## src/rtl/ar_tx_arb_if.sv

```systemverilog
// ar_tx_arb_if: requester and transmitter signal bundle for the round-robin word arbiter
// slave (arbiter side): in  req[4], adr_in[32], dat_in[92], nvel_in[8], tx_busy, ce_tact
//                       out ack[4], tx_adr[8], tx_dat[23], tx_nvel[2], tx_st,
//                           grant_id[2], busy, done, err, err_cnt[8]
// master is the mirror image for whoever drives the arbiter.
interface ar_tx_arb_if;
    logic [3:0]  req;
    logic [31:0] adr_in;
    logic [91:0] dat_in;
    logic [7:0]  nvel_in;
    logic [3:0]  ack;
    logic [7:0]  tx_adr;
    logic [22:0] tx_dat;
    logic [1:0]  tx_nvel;
    logic        tx_st;
    logic        tx_busy;
    logic        ce_tact;
    logic [1:0]  grant_id;
    logic        busy;
    logic        done;
    logic        err;
    logic [7:0]  err_cnt;
    modport slave (
        input  req, adr_in, dat_in, nvel_in, tx_busy, ce_tact,
        output ack, tx_adr, tx_dat, tx_nvel, tx_st, grant_id, busy, done, err, err_cnt
    );
    modport master (
        output req, adr_in, dat_in, nvel_in, tx_busy, ce_tact,
        input  ack, tx_adr, tx_dat, tx_nvel, tx_st, grant_id, busy, done, err, err_cnt
    );
endinterface

```

## src/rtl/ar_tx_arb.sv

```systemverilog
// ar_tx_arb: round-robin arbiter feeding one word at a time from 4 requesters to a serial transmitter
// clk, rst_n (synchronous, active low); bus (ar_tx_arb_if.slave) carries requests, the
// latched word and start strobe to the transmitter, its busy/bit strobes, and status.
module ar_tx_arb #(
    parameter int GAP_BITS = 4,
    parameter int START_TO = 255
) (
    input  logic       clk,
    input  logic       rst_n,
    ar_tx_arb_if.slave bus
);
    localparam int TW = $clog2(START_TO + 2);
    localparam int GW = $clog2(GAP_BITS + 2);

    typedef enum logic [2:0] {IDLE, START, WAIT_BUSY, BUSY, GAP} state_t;

    state_t        state_q, state_d;
    logic [1:0]    ptr_q, ptr_d, grant_q, grant_d;
    logic [3:0]    ack_q, ack_d;
    logic [7:0]    adr_q, adr_d;
    logic [22:0]   dat_q, dat_d;
    logic [1:0]    nvel_q, nvel_d;
    logic          tx_st_q, tx_st_d, done_q, done_d, err_q, err_d;
    logic [7:0]    err_cnt_q, err_cnt_d;
    logic [TW-1:0] tmr_q, tmr_d;
    logic [GW-1:0] gap_q, gap_d;
    logic [3:0]    rot;
    logic [1:0]    off, win;
    logic          gap_end;

    // Rotate req so bit 0 is requester ptr+1; the lowest set bit then wins.
    always_comb begin
        rot     = 4'({bus.req, bus.req} >> (ptr_q + 2'd1));
        off     = rot[0] ? 2'd0 : rot[1] ? 2'd1 : rot[2] ? 2'd2 : 2'd3;
        win     = ptr_q + 2'd1 + off;
        gap_end = (GAP_BITS == 0) || (bus.ce_tact && gap_q == GW'(GAP_BITS - 1));
    end

    always_comb begin
        state_d   = state_q;
        ptr_d     = ptr_q;
        grant_d   = grant_q;
        ack_d     = '0;
        adr_d     = adr_q;
        dat_d     = dat_q;
        nvel_d    = nvel_q;
        tx_st_d   = 1'b0;
        done_d    = 1'b0;
        err_d     = 1'b0;
        err_cnt_d = err_cnt_q;
        tmr_d     = '0;
        gap_d     = '0;
        case (state_q)
            IDLE: if (|bus.req) begin
                ptr_d   = win;
                grant_d = win;
                ack_d   = 4'b0001 << win;
                adr_d   = bus.adr_in[8*win +: 8];
                dat_d   = bus.dat_in[23*win +: 23];
                nvel_d  = bus.nvel_in[2*win +: 2];
                state_d = START;
            end
            START: begin
                tx_st_d = 1'b1;
                state_d = WAIT_BUSY;
            end
            WAIT_BUSY: if (bus.tx_busy) begin
                state_d = BUSY;
            end else if (tmr_q == TW'(START_TO)) begin
                err_d     = 1'b1;
                err_cnt_d = err_cnt_q + 8'(~&err_cnt_q);
                state_d   = GAP;
            end else begin
                tmr_d = tmr_q + TW'(1);
            end
            BUSY: if (!bus.tx_busy) begin
                done_d  = 1'b1;
                state_d = GAP;
            end
            GAP: begin
                gap_d   = gap_q + GW'(bus.ce_tact);
                state_d = gap_end ? IDLE : GAP;
            end
            default: state_d = IDLE;
        endcase
    end

    always_ff @(posedge clk) begin
        if (!rst_n) begin
            state_q   <= IDLE;
            ptr_q     <= 2'd3;
            grant_q   <= '0;
            ack_q     <= '0;
            adr_q     <= '0;
            dat_q     <= '0;
            nvel_q    <= '0;
            tx_st_q   <= 1'b0;
            done_q    <= 1'b0;
            err_q     <= 1'b0;
            err_cnt_q <= '0;
            tmr_q     <= '0;
            gap_q     <= '0;
        end else begin
            state_q   <= state_d;
            ptr_q     <= ptr_d;
            grant_q   <= grant_d;
            ack_q     <= ack_d;
            adr_q     <= adr_d;
            dat_q     <= dat_d;
            nvel_q    <= nvel_d;
            tx_st_q   <= tx_st_d;
            done_q    <= done_d;
            err_q     <= err_d;
            err_cnt_q <= err_cnt_d;
            tmr_q     <= tmr_d;
            gap_q     <= gap_d;
        end
    end

    assign bus.ack      = ack_q;
    assign bus.tx_adr   = adr_q;
    assign bus.tx_dat   = dat_q;
    assign bus.tx_nvel  = nvel_q;
    assign bus.tx_st    = tx_st_q;
    assign bus.grant_id = grant_q;
    assign bus.busy     = state_q != IDLE;
    assign bus.done     = done_q;
    assign bus.err      = err_q;
    assign bus.err_cnt  = err_cnt_q;
endmodule

```

## src/flat_wrapper.sv

```systemverilog
// flat-port wrapper written by rule: the top's interface ports become plain ports
module ar_tx_arb_flat 
#(
    parameter int GAP_BITS = 4,
    parameter int START_TO = 255
)
  (clk, rst_n, bus_req, bus_adr_in, bus_dat_in, bus_nvel_in, bus_tx_busy, bus_ce_tact, bus_ack, bus_tx_adr, bus_tx_dat, bus_tx_nvel, bus_tx_st, bus_grant_id, bus_busy, bus_done, bus_err, bus_err_cnt);
  ar_tx_arb_if bus_i ();
  input  logic clk;
  input  logic rst_n;
  input wire logic [$bits(bus_i.req)-1:0] bus_req;
  input wire logic [$bits(bus_i.adr_in)-1:0] bus_adr_in;
  input wire logic [$bits(bus_i.dat_in)-1:0] bus_dat_in;
  input wire logic [$bits(bus_i.nvel_in)-1:0] bus_nvel_in;
  input wire logic [$bits(bus_i.tx_busy)-1:0] bus_tx_busy;
  input wire logic [$bits(bus_i.ce_tact)-1:0] bus_ce_tact;
  output wire logic [$bits(bus_i.ack)-1:0] bus_ack;
  output wire logic [$bits(bus_i.tx_adr)-1:0] bus_tx_adr;
  output wire logic [$bits(bus_i.tx_dat)-1:0] bus_tx_dat;
  output wire logic [$bits(bus_i.tx_nvel)-1:0] bus_tx_nvel;
  output wire logic [$bits(bus_i.tx_st)-1:0] bus_tx_st;
  output wire logic [$bits(bus_i.grant_id)-1:0] bus_grant_id;
  output wire logic [$bits(bus_i.busy)-1:0] bus_busy;
  output wire logic [$bits(bus_i.done)-1:0] bus_done;
  output wire logic [$bits(bus_i.err)-1:0] bus_err;
  output wire logic [$bits(bus_i.err_cnt)-1:0] bus_err_cnt;
  assign bus_i.req = bus_req;
  assign bus_i.adr_in = bus_adr_in;
  assign bus_i.dat_in = bus_dat_in;
  assign bus_i.nvel_in = bus_nvel_in;
  assign bus_i.tx_busy = bus_tx_busy;
  assign bus_i.ce_tact = bus_ce_tact;
  assign bus_ack = bus_i.ack;
  assign bus_tx_adr = bus_i.tx_adr;
  assign bus_tx_dat = bus_i.tx_dat;
  assign bus_tx_nvel = bus_i.tx_nvel;
  assign bus_tx_st = bus_i.tx_st;
  assign bus_grant_id = bus_i.grant_id;
  assign bus_busy = bus_i.busy;
  assign bus_done = bus_i.done;
  assign bus_err = bus_i.err;
  assign bus_err_cnt = bus_i.err_cnt;
  ar_tx_arb #(.GAP_BITS(GAP_BITS), .START_TO(START_TO)) u_core (.clk(clk), .rst_n(rst_n), .bus(bus_i));
endmodule
```

## config.mk

```make
export PLATFORM = sky130hd
export DESIGN_NAME = ar_tx_arb_flat
export DESIGN_NICKNAME = d
export VERILOG_FILES = /design/src/rtl/ar_tx_arb_if.sv /design/src/rtl/ar_tx_arb.sv /design/src/flat_wrapper.sv
export SDC_FILE = /design/constraint.sdc
export NUM_CORES = 1
export LEC_CHECK = 0
export BUFFER_PORTS_ARGS = -buffer_cell sky130_fd_sc_hd__buf_2
export CAP_MARGIN = 20
export CORE_MARGIN = 8
export CORE_UTILIZATION = 42
export DETAILED_ROUTE_END_ITERATION = 7
export PLACE_DENSITY_LB_ADDON = 0.15
export SLEW_MARGIN = 25
export SYNTH_ARGS = -nofsm -noshare
export SYNTH_HDL_FRONTEND = slang
export SYNTH_SLANG_ARGS = --single-unit
```

## constraint.sdc

```tcl
create_clock -name clk -period 2.6 [get_ports clk]
set_input_delay 0.39 -clock clk [delete_from_list [all_inputs] [get_ports clk]]
set_output_delay 0.39 -clock clk [all_outputs]
set_load 0.005 [all_outputs]
```

==> flow_metrics.py, run 1 <==
metrics = {
    "worst_setup_path": {
        "worstSetupPathType": "reg2reg",
        "critPathSlowestCell": "dfxtp_1",
        "end_kind": "register",
        "critPathMaxFanout": 23,
        "crit_chain": "o22ai_1, a221o_1, ha_4, buf_12, mux2_2, nand4_1, o311ai_0",
        "cp.arrival_ps": 2520,
        "cpPeakStageDelay_ps": 480,
        "cp_top_family": "compound AO/OA/AOI/OAI gates",
        "crit_buf_inv": 1,
        "start_kind": "register",
        "required_ps": 2800,
    },
    "logic_synthesis": {
        "synth_area_um2": 3760,
        "synth_seq_cells": 67,
        "synthArstFlopShare": 0,
        "synth_top_family_by_area": "simple AND/OR/NAND/NOR gates",
        "synth_compound_area_frac": 0.143,
        "seq_area_frac_synth": 0.356,
        "yosys.area_share.simple": 0.207,
        "synth-xor-area-share": 0.0256,
        "synthAdderAreaFrac": 0.0233,
        "synth_mux_area_frac": 0.192,
        "syn_area_per_cell_um2": 9.44,
        "synthesis.nets": 546,
        "ys.flop_type": "dfxtp_1",
        "ys_types": 50,
        "ys_warn_count": 0,
        "synth_edf_count": 0,
        "synthCells": 399,
    },
    "power": {
        "peakVddDrop_uv": 651,
        "switching_share": 0.387,
        "netSwitchingPower_uw": 1940,
        "internal_power_uw": 3070,
        "clkPwrFrac": 0.175,
        "p_per_area_nw_per_um2": 998,
        "pwr-share-comb": 0.522,
        "seqPwrFrac": 0.303,
        "leakage_uw": 0.00228,
    },
    "die": {
        "core_area_um2": 8720,
        "row_count": 34,
        "pin_count": 191,
        "die_x_um": 111,
        "initial_core_util": 0.432,
        "die_y_um": 111,
        "die-area_um2": 12300,
    },
    "timing": {
        "hold_violations": 0,
        "setup_viol": 0,
        "fin_skew_ps": 8.27,
        "finalCritPeriodShare": 0.892,
        "worst_pin_slew_ps": 521,
        "max_freq_mhz": 431,
        "fin_setup_tns_ps": 0,
        "final.min_clock_period_ps": 2320,
        "slew_headroom": 0.652,
        "fin_ws_ps": 281,
        "slew_viol_final": 0,
        "rsz0062_at_grt": "false",
    },
    "drt": {
        "drc": 0,
        "drt_iter0_drc": 139,
        "vias": 3678,
        "via_per_inst": 5.31,
        "wire_per_inst_um": 17.3,
        "wl_um": 12000,
        "drtAntennaViolNets": 0,
        "first_pass_iters": 4,
    },
    "cts": {
        "cts-resized-gates": 0,
        "clkTransAtPathRegs_ps": 80,
        "clock_path_buffers": 2,
        "clock_latency_ps": 340,
        "cts.sinks": 67,
        "htreeDepth": 3,
        "cts_setup_buffers": 0,
        "cts-root-buf": "clkbuf_8",
        "cts_tree": "done",
        "cts_made_buffers": 9,
        "cts_hold_repair.buffers": 0,
    },
    "final_layout": {
        "nets": 727,
        "drive_above_1_share": 0.467,
        "nFillCells": 823,
        "fin_util": 0.576,
        "syn_to_final_growth_pct": 33.4,
        "antenna_cells": 0,
        "design_area_um2": 5020,
    },
    "status": {
        "status": "completed",
    },
    "placement": {
        "place_area_um2": 4820,
        "port_buffers": 190,
        "preCtsSetupSlack_ps": 150,
        "gp_congestion": 0.755,
        "hpwl_um": 9000,
    },
    "global_route": {
        "grt_pass1_vias": 4054,
        "grt_util_all_layers": 0.191,
        "grt_pass1_wl_um": 19700,
        "gr-total-overflow": 0,
        "antenna_found_initial": 0,
        "grt_max_degree": 39,
    },
    "worst_hold_path": {
        "hold_path.class": "in2reg",
    },
    "job": {
        "maxCapViolations": 0,
    },
}
-- through the flow --
| step | hold slack (ps) | instances | total power [µW] |
|---|---|---|---|
| 2_1_floorplan | 418 | 399 | 3290 |
| 3_3_place_gp | 428 | 677 | 4120 |
| 3_5_place_dp | 437 | 677 | 4160 |
| 4_1_cts | 368 | 693 | 5060 |
| 5_1_grt | 401 | 693 | 5330 |
| 6_report | 384 | 693 | 5010 |
-- flip-flops by register name, summed over array words and instances, names as in the netlist --
register,cells
u_core.bus.ack,4
u_core.bus.err_cnt,8
u_core.bus.tx_nvel,2
u_core.bus.err,1
u_core.bus.tx_adr,8
u_core.bus.grant_id,2
u_core.ptr_q,2
u_core.gap_q,3
u_core.bus.tx_dat,23
u_core.bus.done,1
u_core.bus.tx_st,1
u_core.tmr_q,9
u_core.state_q,3
-- path summary, 6_finish.rpt --
path | start | to | slack, ps | cells after the start
worst max-delay path | u_core.ptr_q[0] | u_core.bus.tx_dat[2] | 280 | 7
worst min-delay path | bus_tx_busy | u_core.state_q[0] | 380 | 3
worst max register to register | u_core.ptr_q[0] | u_core.bus.tx_dat[2] | 280 | 7
worst min register to register | u_core.tmr_q[0] | u_core.tmr_q[0] | 450 | 1
-- power groups by stage --
stage | Clock (µW) | Sequential, µW | Combinational (µW)
after global routing | 953 | 1560 | 2820
after global placement | 0 | 1530 | 2590
after CTS | 906 | 1520 | 2640
final | 879 | 1520 | 2620
after detailed placement | 0 | 1530 | 2630
after floorplan | 0 | 1530 | 1760
-- cell usage after synthesis, drive strengths merged (8+ instances only) --
| master | number | area share |
|---|---|---|
| mux2i | 35 | 0.093 |
| nor2 | 22 | 0.023 |
| mux2 | 33 | 0.099 |
| nand2 | 48 | 0.048 |
| dfxtp | 67 | 0.36 |
| and3 | 8 | 0.013 |
| o311ai | 32 | 0.10 |
| nand4 | 36 | 0.060 |
| buf | 16 | 0.028 |
| xnor2 | 8 | 0.019 |
| clkbuf | 18 | 0.018 |
-- per-layer routing --
layer	track usage	wire length, µm	up-vias
met5	0	0	-
met4	0.0477	157	0
met3	0.0747	849	10
met2	0.343	6120	127
met1	0.204	4880	1700
li1	-	-	1841
-- cell families (layout without fill, tap and decap cells) --
logic type	Yosys count	count (layout)
adders and majority gates	7	7
muxes	68	68
xor gates and xnor gates	11	11
buffers and inverters	41	227
AOI/OAI and AO/OA	55	55
and+or+nand+nor	150	150
DFF	67	67
-- cell type report --
cell class,count,area (µm²),area share
inverter,7,26.3,0.00523
sequential,67,1340,0.267
multi-input combinational,291,2240,0.445
timing repair buffer,204,1080,0.215
tap,108,135,0.0269
clock inverter,6,63.8,0.0127
clock buffer,10,138,0.0274
-- tightest hold or removal path: stages --
cell and delay, ps:
buf_2 130, a22oi_1 90, nor2_1 80
-- cells in the final DEF (no fill, tap or decap), drive strengths merged, types with 2 or more instances in the layout --
master    synthesis  layout
clkbuf           18      10
nand4            36      36
and2              7       7
o21bai            2       2
nand2            48      48
ha                7       7
or3               2       2
nor2             22      22
clkinvlp          0       2
buf              16     204
mux2i            35      35
and3              8       8
o21ai             5       5
o311ai           32      32
nand2b            4       4
nor4b             2       2
dfxtp            67      67
nor3              5       5
a21oi             3       3
o211ai            2       2
xnor2             8       8
mux2             33      33
a21boi            3       3
xor2              3       3
clkinv            0       2
inv               7       8
nor2b             4       4
nand3             6       6
Power figures use the tool's default switching activity.
==> run 2, diff against run 1 <==
--- a/config.mk
+++ b/config.mk
@@ -10,7 +10,7 @@
 export CORE_MARGIN = 8
 export CORE_UTILIZATION = 42
 export DETAILED_ROUTE_END_ITERATION = 7
-export PLACE_DENSITY_LB_ADDON = 0.15
+export PLACE_DENSITY_LB_ADDON = 0.1
 export SLEW_MARGIN = 25
 export SYNTH_ARGS = -nofsm -noshare
 export SYNTH_HDL_FRONTEND = slang
==> flow_metrics.py, run 2 (synthesized netlist as in run 1, its figures left out) <==
metrics = {
    "worst_setup_path": {
        "rrSetupSlack_ps": 270,
        "critPathMaxFanout": 15,
        "worst_r2r_path_depth": 7,
        "worstSetupPathType": "reg2reg",
        "r2r-start": "u_core.ptr_q[0]",
        "crit_start": "u_core.ptr_q[0]",
        "worstSetupEndpoint": "u_core.bus.tx_dat[20]",
        "cpPeakStageDelay_ps": 480,
        "cp.arrival_ps": 2510,
        "end_kind": "register",
        "start_kind": "register",
        "r2r-end": "u_core.bus.tx_dat[20]",
        "crit_chain": "o22ai_1, a221o_1, ha_4, buf_12, mux2_2, nand4_1, o311ai_0",
        "required_ps": 2780,
        "critPathSlowestCell": "dfxtp_1",
    },
    "die": {
        "die_y_um": 111,
        "pin_count": 191,
        "initial_core_util": 0.432,
        "die-area_um2": 12300,
        "core_area_um2": 8720,
        "row_count": 34,
        "die_x_um": 111,
    },
    "cts": {
        "cts_tree": "done",
        "htreeDepth": 3,
        "cts-resized-gates": 0,
        "cts_hold_repair.buffers": 0,
        "cts_made_buffers": 9,
        "cts-root-buf": "clkbuf_8",
        "clock_latency_ps": 330,
        "cts_setup_buffers": 0,
        "clkTransAtPathRegs_ps": 80,
        "clock_path_buffers": 2,
        "cts.sinks": 67,
    },
    "global_route": {
        "antenna_found_initial": 1,
        "met2_usage": 0.341,
        "met1_usage": 0.213,
        "grt_busiest_layer": "met2",
        "grt_pass1_vias": 4018,
        "gr-total-overflow": 0,
        "grt_pass1_wl_um": 19800,
        "met3_usage": 0.0563,
        "grt_util_all_layers": 0.192,
        "grt_max_degree": 39,
    },
    "timing": {
        "rsz0062_at_grt": "false",
        "slew_viol_final": 0,
        "fin_skew_ps": 8.91,
        "hold_violations": 0,
        "setup_viol": 0,
        "whs_ps": 404,
        "finalCritPeriodShare": 0.897,
        "worst_pin_slew_ps": 633,
        "final.min_clock_period_ps": 2330,
        "fin_setup_tns_ps": 0,
        "slew_headroom": 0.578,
        "max_freq_mhz": 429,
    },
    "drt": {
        "wire_per_inst_um": 17.3,
        "wl_um": 12000,
        "drc": 0,
        "via_per_inst": 5.38,
        "drtAntennaViolNets": 0,
        "drt_iter0_drc": 96,
        "first_pass_iters": 4,
        "vias": 3736,
    },
    "power": {
        "internal_power_uw": 3100,
        "clkPwrFrac": 0.175,
        "p_per_area_nw_per_um2": 996,
        "leakage_uw": 0.00230,
        "switching_share": 0.385,
        "peakVddDrop_uv": 528,
        "netSwitchingPower_uw": 1940,
        "pwr-share-comb": 0.524,
        "seqPwrFrac": 0.300,
    },
    "final_layout": {
        "final_common_cell": "buf_2",
        "largest_reg_flops": 23,
        "final_cell_mix": "buf_2, dfxtp_1, nand2_1",
        "drive_above_1_share": 0.468,
        "syn_to_final_growth_pct": 34.3,
        "nets": 728,
        "fin_util": 0.580,
        "design_area_um2": 5060,
    },
    "placement": {
        "port_buffers": 190,
        "place_area_um2": 4850,
        "gp_congestion": 0.768,
        "hpwl_um": 9150,
    },
    "job": {
        "maxCapViolations": 0,
    },
    "worst_hold_path": {
        "holdCritStartpoint": "bus_tx_busy",
        "hold_path.class": "in2reg",
    },
    "status": {
        "status": "completed",
    },
}
## run 2: cell types whose count changed in the layout (fill, tap and decap cells not counted)
cell / before / now
buf_4: 12 / 11
inv_6: 1 / 0
clkinv_4: 0 / 2
buf_12: 2 / 4
diode_2: 0 / 1
clkinvlp_4: 2 / 1
## run 2: how the worst min path moves through the flow
| stage | slack (ps) | depth (start not counted) | endpoint |
|---|---|---|---|
| CTS | 380 | 3 | u_core.state_q[0] |
| detailed placement | 440 | 1 | u_core.tmr_q[0] |
| floorplan | 420 | 1 | u_core.tmr_q[0] |
| finish | 400 | 3 | u_core.state_q[0] |
| global placement | 430 | 1 | u_core.tmr_q[0] |
| global route | 420 | 3 | u_core.bus.tx_dat[10] |
## run 2: metal layers
layer | vias up | routed length (µm)
met5 | - | 0
met4 | 0 | 205
met3 | 14 | 756
met2 | 120 | 6040
met1 | 1752 | 5010
li1 | 1850 | -
## run 2: final cells by class
type | instances | area (µm²)
Antenna cell | 1 | 2.50
Inverter | 7 | 26.3
Multi-Input combinational cell | 291 | 2240
Sequential cell | 67 | 1340
Clock buffer | 10 | 138
Fill cell | 821 | 3660
Tap cell | 108 | 135
Timing Repair Buffer | 205 | 1110
Clock inverter | 6 | 65.1
## run 2: power groups by stage
stage,Clock (µW),Combinational [µW],Sequential [µW]
after global placement,0,2630,1530
final,884,2640,1510
after CTS,908,2670,1510
after floorplan,0,1760,1530
after global routing,948,2880,1550
after detailed placement,0,2660,1530
## run 2: worst max-delay path: cells and delay by family, from the launching register on
kind | cells | cell delay, ps
flip-flops | 1 | 480
buffers and inverters | 1 | 180
AND/OR/NAND/NOR | 1 | 90
AO/OA/AOI/OAI | 3 | 680
adder cells (fa/ha/maj) | 1 | 400
multiplexers | 1 | 340
## run 2: stage by stage
stage / std cells / power, µW / setup slack [ps]
floorplan: 399 / 3290 / 94.5
global placement: 678 / 4160 / 225
detailed placement: 678 / 4190 / 120
CTS: 694 / 5090 / 278
global route: 695 / 5380 / 127
finish: 695 / 5040 / 268
